==> config.mk <==
export PLATFORM = sky130hd
export DESIGN_NAME = kbd_echo_dma
export DESIGN_NICKNAME = d
export VERILOG_FILES = /design/src/rtl/nn_mmio_pkg.sv /design/src/rtl/dst_ring_ptr.sv /design/src/rtl/kbd_echo_dma.sv
export SDC_FILE = /design/constraint.sdc
export NUM_CORES = 1
export LEC_CHECK = 0
export ABC_AREA = 1
export ABC_CLOCK_PERIOD_IN_PS = 2400
export CORE_MARGIN = 2
export CORE_UTILIZATION = 57
export DETAILED_ROUTE_END_ITERATION = 16
export HOLD_SLACK_MARGIN = 0.05
export PLACE_DENSITY = 0.85
export SLEW_MARGIN = 20
export SYNTH_ARGS = -nofsm -noshare
export SYNTH_HDL_FRONTEND = slang
export SYNTH_SLANG_ARGS = --single-unit
==> constraint.sdc <==
create_clock -name clk -period 2.4 [get_ports clk]
set_input_delay 0.72 -clock clk [delete_from_list [all_inputs] [get_ports clk]]
set_output_delay 0.72 -clock clk [all_outputs]
set_load 0.005 [all_outputs]
==> src/rtl/nn_mmio_pkg.sv <==
// Shared definitions for the memory-mapped peripheral engines: FSM state
// encoding and the default keyboard/screen address map.
package nn_mmio_pkg;

  typedef enum logic [2:0] {
    ST_IDLE,
    ST_READ,
    ST_SAMPLE,
    ST_WRITE,
    ST_WAIT
  } state_t;

  localparam int KBD_ADDR    = 24576;
  localparam int SCREEN_BASE = 16384;
  localparam int SCREEN_LEN  = 8192;

endpackage

==> src/rtl/dst_ring_ptr.sv <==
// Circular destination pointer: advances by STRIDE on each committed write and
// returns to DST_BASE past the end of the window, flagging the wrap for one cycle.
module dst_ring_ptr #(
  parameter int ADDR_W   = 15,
  parameter int DST_BASE = 16384,
  parameter int DST_LEN  = 8192,
  parameter int STRIDE   = 1
) (
  input  logic              clk,
  input  logic              rst,
  input  logic              advance,
  output logic [ADDR_W-1:0] ptr,
  output logic              wrap_pulse
);

  localparam logic [ADDR_W-1:0] BASE     = ADDR_W'(DST_BASE);
  localparam logic [ADDR_W:0]   LAST_X   = (ADDR_W+1)'(DST_BASE + DST_LEN - 1);
  localparam logic [ADDR_W:0]   STRIDE_X = (ADDR_W+1)'(STRIDE);

  // One extra bit so a window ending at the top of the address space still compares correctly
  logic [ADDR_W:0] next_x;
  assign next_x = {1'b0, ptr} + STRIDE_X;

  always_ff @(posedge clk) begin
    if (rst) begin
      ptr        <= BASE;
      wrap_pulse <= 1'b0;
    end else begin
      wrap_pulse <= 1'b0;
      if (advance) begin
        if (next_x > LAST_X) begin
          ptr        <= BASE;
          wrap_pulse <= 1'b1;
        end else begin
          ptr <= next_x[ADDR_W-1:0];
        end
      end
    end
  end

endmodule

==> src/rtl/kbd_echo_dma.sv <==
// Poll-and-copy engine: polls SRC_ADDR and writes qualifying nonzero samples into a
// circular window. Define KBD_ECHO_EDGE_DETECT_EN for one echo per keypress.
module kbd_echo_dma
  import nn_mmio_pkg::*;
#(
  parameter int ADDR_W   = 15,
  parameter int DATA_W   = 16,
  parameter int SRC_ADDR = KBD_ADDR,
  parameter int DST_BASE = SCREEN_BASE,
  parameter int DST_LEN  = SCREEN_LEN,
  parameter int STRIDE   = 1,
  parameter int POLL_DIV = 0
) (
  input  logic              clk,
  input  logic              rst,
  input  logic              en,
  input  logic              mem_gnt,
  output logic [ADDR_W-1:0] mem_address,
  output logic              mem_load,
  output logic [DATA_W-1:0] mem_in,
  input  logic [DATA_W-1:0] mem_out,
  output logic              busy,
  output logic              wrap_pulse,
  output logic [15:0]       wr_count
);

  localparam logic [ADDR_W-1:0] SRC_A    = ADDR_W'(SRC_ADDR);
  localparam logic [15:0]       DIV_LAST = (POLL_DIV > 0) ? 16'(POLL_DIV - 1) : 16'd0;
  localparam state_t            ST_AFTER = (POLL_DIV == 0) ? ST_READ : ST_WAIT;

  state_t            state, state_nx;
  logic [DATA_W-1:0] smp;
  logic [ADDR_W-1:0] addr_q;
  logic [ADDR_W-1:0] ptr;
  logic [15:0]       div_cnt;
  logic              qualify;
  logic              commit;

`ifdef KBD_ECHO_EDGE_DETECT_EN
  logic [DATA_W-1:0] prev;
  assign qualify = (mem_out != '0) && (mem_out != prev);
`else
  assign qualify = (mem_out != '0);
`endif

  assign commit = (state == ST_WRITE) && mem_gnt;
  assign mem_in = smp;
  assign busy   = (state != ST_IDLE);

  always_ff @(posedge clk) begin
    if (rst) state <= ST_IDLE;
    else     state <= state_nx;
  end

  // A started write always finishes; en only decides where the engine goes afterwards
  always_comb begin
    state_nx    = state;
    mem_address = addr_q;
    mem_load    = 1'b0;
    case (state)
      ST_IDLE: if (en) state_nx = ST_READ;
      ST_READ: begin
        mem_address = SRC_A;
        if (!en)          state_nx = ST_IDLE;
        else if (mem_gnt) state_nx = ST_SAMPLE;
      end
      ST_SAMPLE: begin
        if (!en)          state_nx = ST_IDLE;
        else if (qualify) state_nx = ST_WRITE;
        else              state_nx = ST_AFTER;
      end
      ST_WRITE: begin
        mem_address = ptr;
        mem_load    = 1'b1;
        if (mem_gnt) state_nx = en ? ST_AFTER : ST_IDLE;
      end
      ST_WAIT: begin
        if (!en)                     state_nx = ST_IDLE;
        else if (div_cnt == DIV_LAST) state_nx = ST_READ;
      end
      default: state_nx = ST_IDLE;
    endcase
  end

  always_ff @(posedge clk) begin
    if (rst) begin
      addr_q   <= '0;
      smp      <= '0;
      div_cnt  <= '0;
      wr_count <= '0;
`ifdef KBD_ECHO_EDGE_DETECT_EN
      prev     <= '0;
`endif
    end else begin
      addr_q <= mem_address;
      if (state == ST_SAMPLE) begin
        smp  <= mem_out;
`ifdef KBD_ECHO_EDGE_DETECT_EN
        prev <= mem_out;
`endif
      end
      if (commit && (wr_count != 16'hFFFF)) wr_count <= wr_count + 16'd1;
      div_cnt <= ((state == ST_WAIT) && (state_nx == ST_WAIT)) ? div_cnt + 16'd1 : 16'd0;
    end
  end

  dst_ring_ptr #(
    .ADDR_W  (ADDR_W),
    .DST_BASE(DST_BASE),
    .DST_LEN (DST_LEN),
    .STRIDE  (STRIDE)
  ) u_ptr (
    .clk       (clk),
    .rst       (rst),
    .advance   (commit),
    .ptr       (ptr),
    .wrap_pulse(wrap_pulse)
  );

endmodule

==> qor.csv <==
metric,value,unit
run status,finished clean,
hold wc startpoint,div_cnt[12],
drt total wl,9180,um
Critical R2R Launch,wr_count[0],
routed vias,3735,
Global Route Usage Sum,25.4,%
VDD IR-drop max,0.354,mV
Netlist cell types,37,
Clock Sinks,82,
CP required,1.68,ns
ratio of cells with drive above 1 in the final layout,14.0,%
max_slew headroom,65.8,%
WP data arrival,1.57,ns
port bufs,69,
Die Wd,88.3,um
worst reg2reg setup slack,0.52,ns
vias in the first global route,3557,
xor and xnor area share after synthesis,3.46,%
CP Capture Type,output pin,
CTS root buffer,clkbuf_8,
max incr delay on CP,0.34,ns
DRC,0,
Core ar.,6830,um^2
H-tree depth,3,
total negative slack,0,ns
post-synthesis cell count,566,
Post-Layout Cell Count,740,
maximum clock insertion buffer count,2,
syn_area_per_cell,7.16,um^2
Die Height,88.3,um
Max Cap Viol,0,
clock slew at reported path FFs,0.08,ns
CP startpoint,state[2],
Yosys warning total,0,
cts hold-fix bufs,0,
Synth Area in Simple Gates,31.9,%
DR WL/cell,12.4,um
multiplexer area fraction after synthesis,0,%
Max Clk Rate,437,MHz
post-synthesis compound-gate area fraction,12.3,%
Final GP Congestion,0.890,
actual slew at the worst max-slew pin,0.512,ns
register area share after synthesis,40.5,%
min cycle time layout,2.29,ns
leak pwr,1.86,nW
final setup vio count,0,
pin count of the biggest net entering global routing,31,
internal power consumption,1.87,mW
first-pass GRT wire length,15800,um
CP max-delay cell,dfxtp_2,
skew final,0.00839,ns
main combinational cell family by area after synthesis,simple AND/OR/NAND/NOR gates,
Top Ports,70,
CTS buffer count,9,
crit path max fanout,14,
max-slew violation count,0,
Mapped Nets,591,
Setup crit start kind,flop,
Post-DRT Antenna Nets,0,
vias per cell,5.05,
Critical Path End,mem_address[3],
CP Class,reg2out,
grt total ovfl,0,
combinational power share,5.6,%
HP Class,reg2reg,
HPWL after DPL,6640,um
Worst R2R Path Depth,8,
number of synthesized register bits,82,
# diodes,0,
first drt pass iteration count,6,
CTS tree,built,
"Clk Latency, worst-skew pair",0.35,ns
# placed instances,724,
Switching Share,23.2,%
initial antenna violation count,0,
FP Rows,30,
RSZ-0062 raised after global routing,false,
synthesis-to-finish area growth,25.8,%
Synth Area in Adders,1.54,%
"Hold Vio Cnt, Final",0,
Initial Util,59.3,%
Fin Hold WS,0.472,ns
Layout Nets,664,
CP cell instances,inv_2 > nand2_2 > inv_4 > nand2_4 > buf_8 > o22ai_2 > dlygate4sd2_1,
pwr/cell area,478,nW/um^2
Die Area,7800,um^2
Seq pwr share,56.6,%
cell area after synthesis,4050,um^2
RR Endpoint,wr_count[0],
Final Cycle Share,95.2,%
switching power,0.564,mW
Clock power frac,37.8,%
Detailed Route Iter0 Violations,266,
placed cells by master (no fill, tap or decap), types with 13 or more instances in the layout:
cell and count:
inv_1 69, a21oi_1 26, o22ai_2 13, dfxtp_1 80, nor2_1 94, clkdlybuf4s50_1 53
nand2_1 99, o21ai_0 25, a21oi_2 13, dlygate4sd2_1 15, nand3_1 31
sequential cells by signal, summed over array words and instances, names as in the netlist:
name              flops
div_cnt              16
u_ptr.wrap_pulse      1
state                 3
u_ptr.ptr            15
addr_q               15
wr_count             16
mem_in               16
cell families (layout without fill, tap and decap cells):
family          Yosys count  in the layout
simple gates            280            280
fa+ha+maj                 5              5
xor+xnor                 16             16
compound gates           86             86
buf+inv                  97            175
flops                    82             82
area by class of cell:
class | instances | area (um^2)
clock buffers | 12 | 155
fillers | 568 | 1740
well taps | 96 | 120
repair buffers | 80 | 768
flip-flops and latches | 82 | 1640
inverters | 79 | 302
clock inverters | 4 | 26.3
multi-input cells | 387 | 2080
cell usage after synthesis (all sizes together):
cell type  number  area share (%)
xor2           11             2.4
nor3b           1            0.19
o22ai          14             2.2
nand4          10             1.7
nor4            5            0.77
clkbuf         10            0.93
a21oi          39             5.8
o211ai          1            0.19
o21ai          31             3.9
and2            2            0.31
nand3          33             4.3
nand2         109              11
buf             8             1.9
nor2          103              11
inv            79             7.4
xnor2           5             1.1
ha              5             1.5
dfxtp          82              41
nor3           14             2.1
nand3b          3            0.56
o2111ai         1            0.22
worst min-delay path by stage:
stage | cells past startpoint | endpoint
after floorplan | 2 | div_cnt[12]
after global placement | 2 | div_cnt[12]
after detailed placement | 2 | div_cnt[12]
after CTS | 2 | div_cnt[12]
after global routing | 2 | mem_in[13]
final | 2 | div_cnt[12]
layer usage:
layer  part of all wire, %  wire length, um  GRT usage (%)  vias up
li1                      -                -              -     1959
met1                    43             3970           30.1     1675
met2                    50             4620           45.1       90
met3                   5.5              503           7.84       11
met4                   1.0               93           5.92        0
met5                     0                0              0        -
worst max-delay path: cells and delay by family (launching register included):
kind	cells	cell delay, ns
and+or+nand+nor	2	0.12
DFF	1	0.34
AOI/OAI and AO/OA	1	0.14
buffers and inverters	4	0.60
metrics by stage:
step                util (%)  worst slack, ns  cell area [um^2]  power (mW)
floorplan                  -            0.650              4050        1.47
global placement        70.7            0.163              4830        1.54
detailed placement      70.7           0.0160              4830        1.54
CTS                     74.6           0.0115              5090        2.46
global route            74.6           0.0236              5100        2.53
finish                  74.6            0.114              5100        2.43
what timing repair did:
action	CTS	global route
endpoints found under the setup margin	15	1
buffers inserted	0	0
pin swaps	1	0
resized for setup	35	2
hold endpoints to repair	0	0
power by group through the flow:
stage	Sequential, mW	Clock, mW	Combinational, mW
after floorplan	1.41	0	0.0559
after global placement	1.41	0	0.132
after detailed placement	1.41	0	0.134
after CTS	1.38	0.940	0.138
after global routing	1.38	1.00	0.151
final	1.38	0.920	0.137
(Power assumes the default switching activity.)
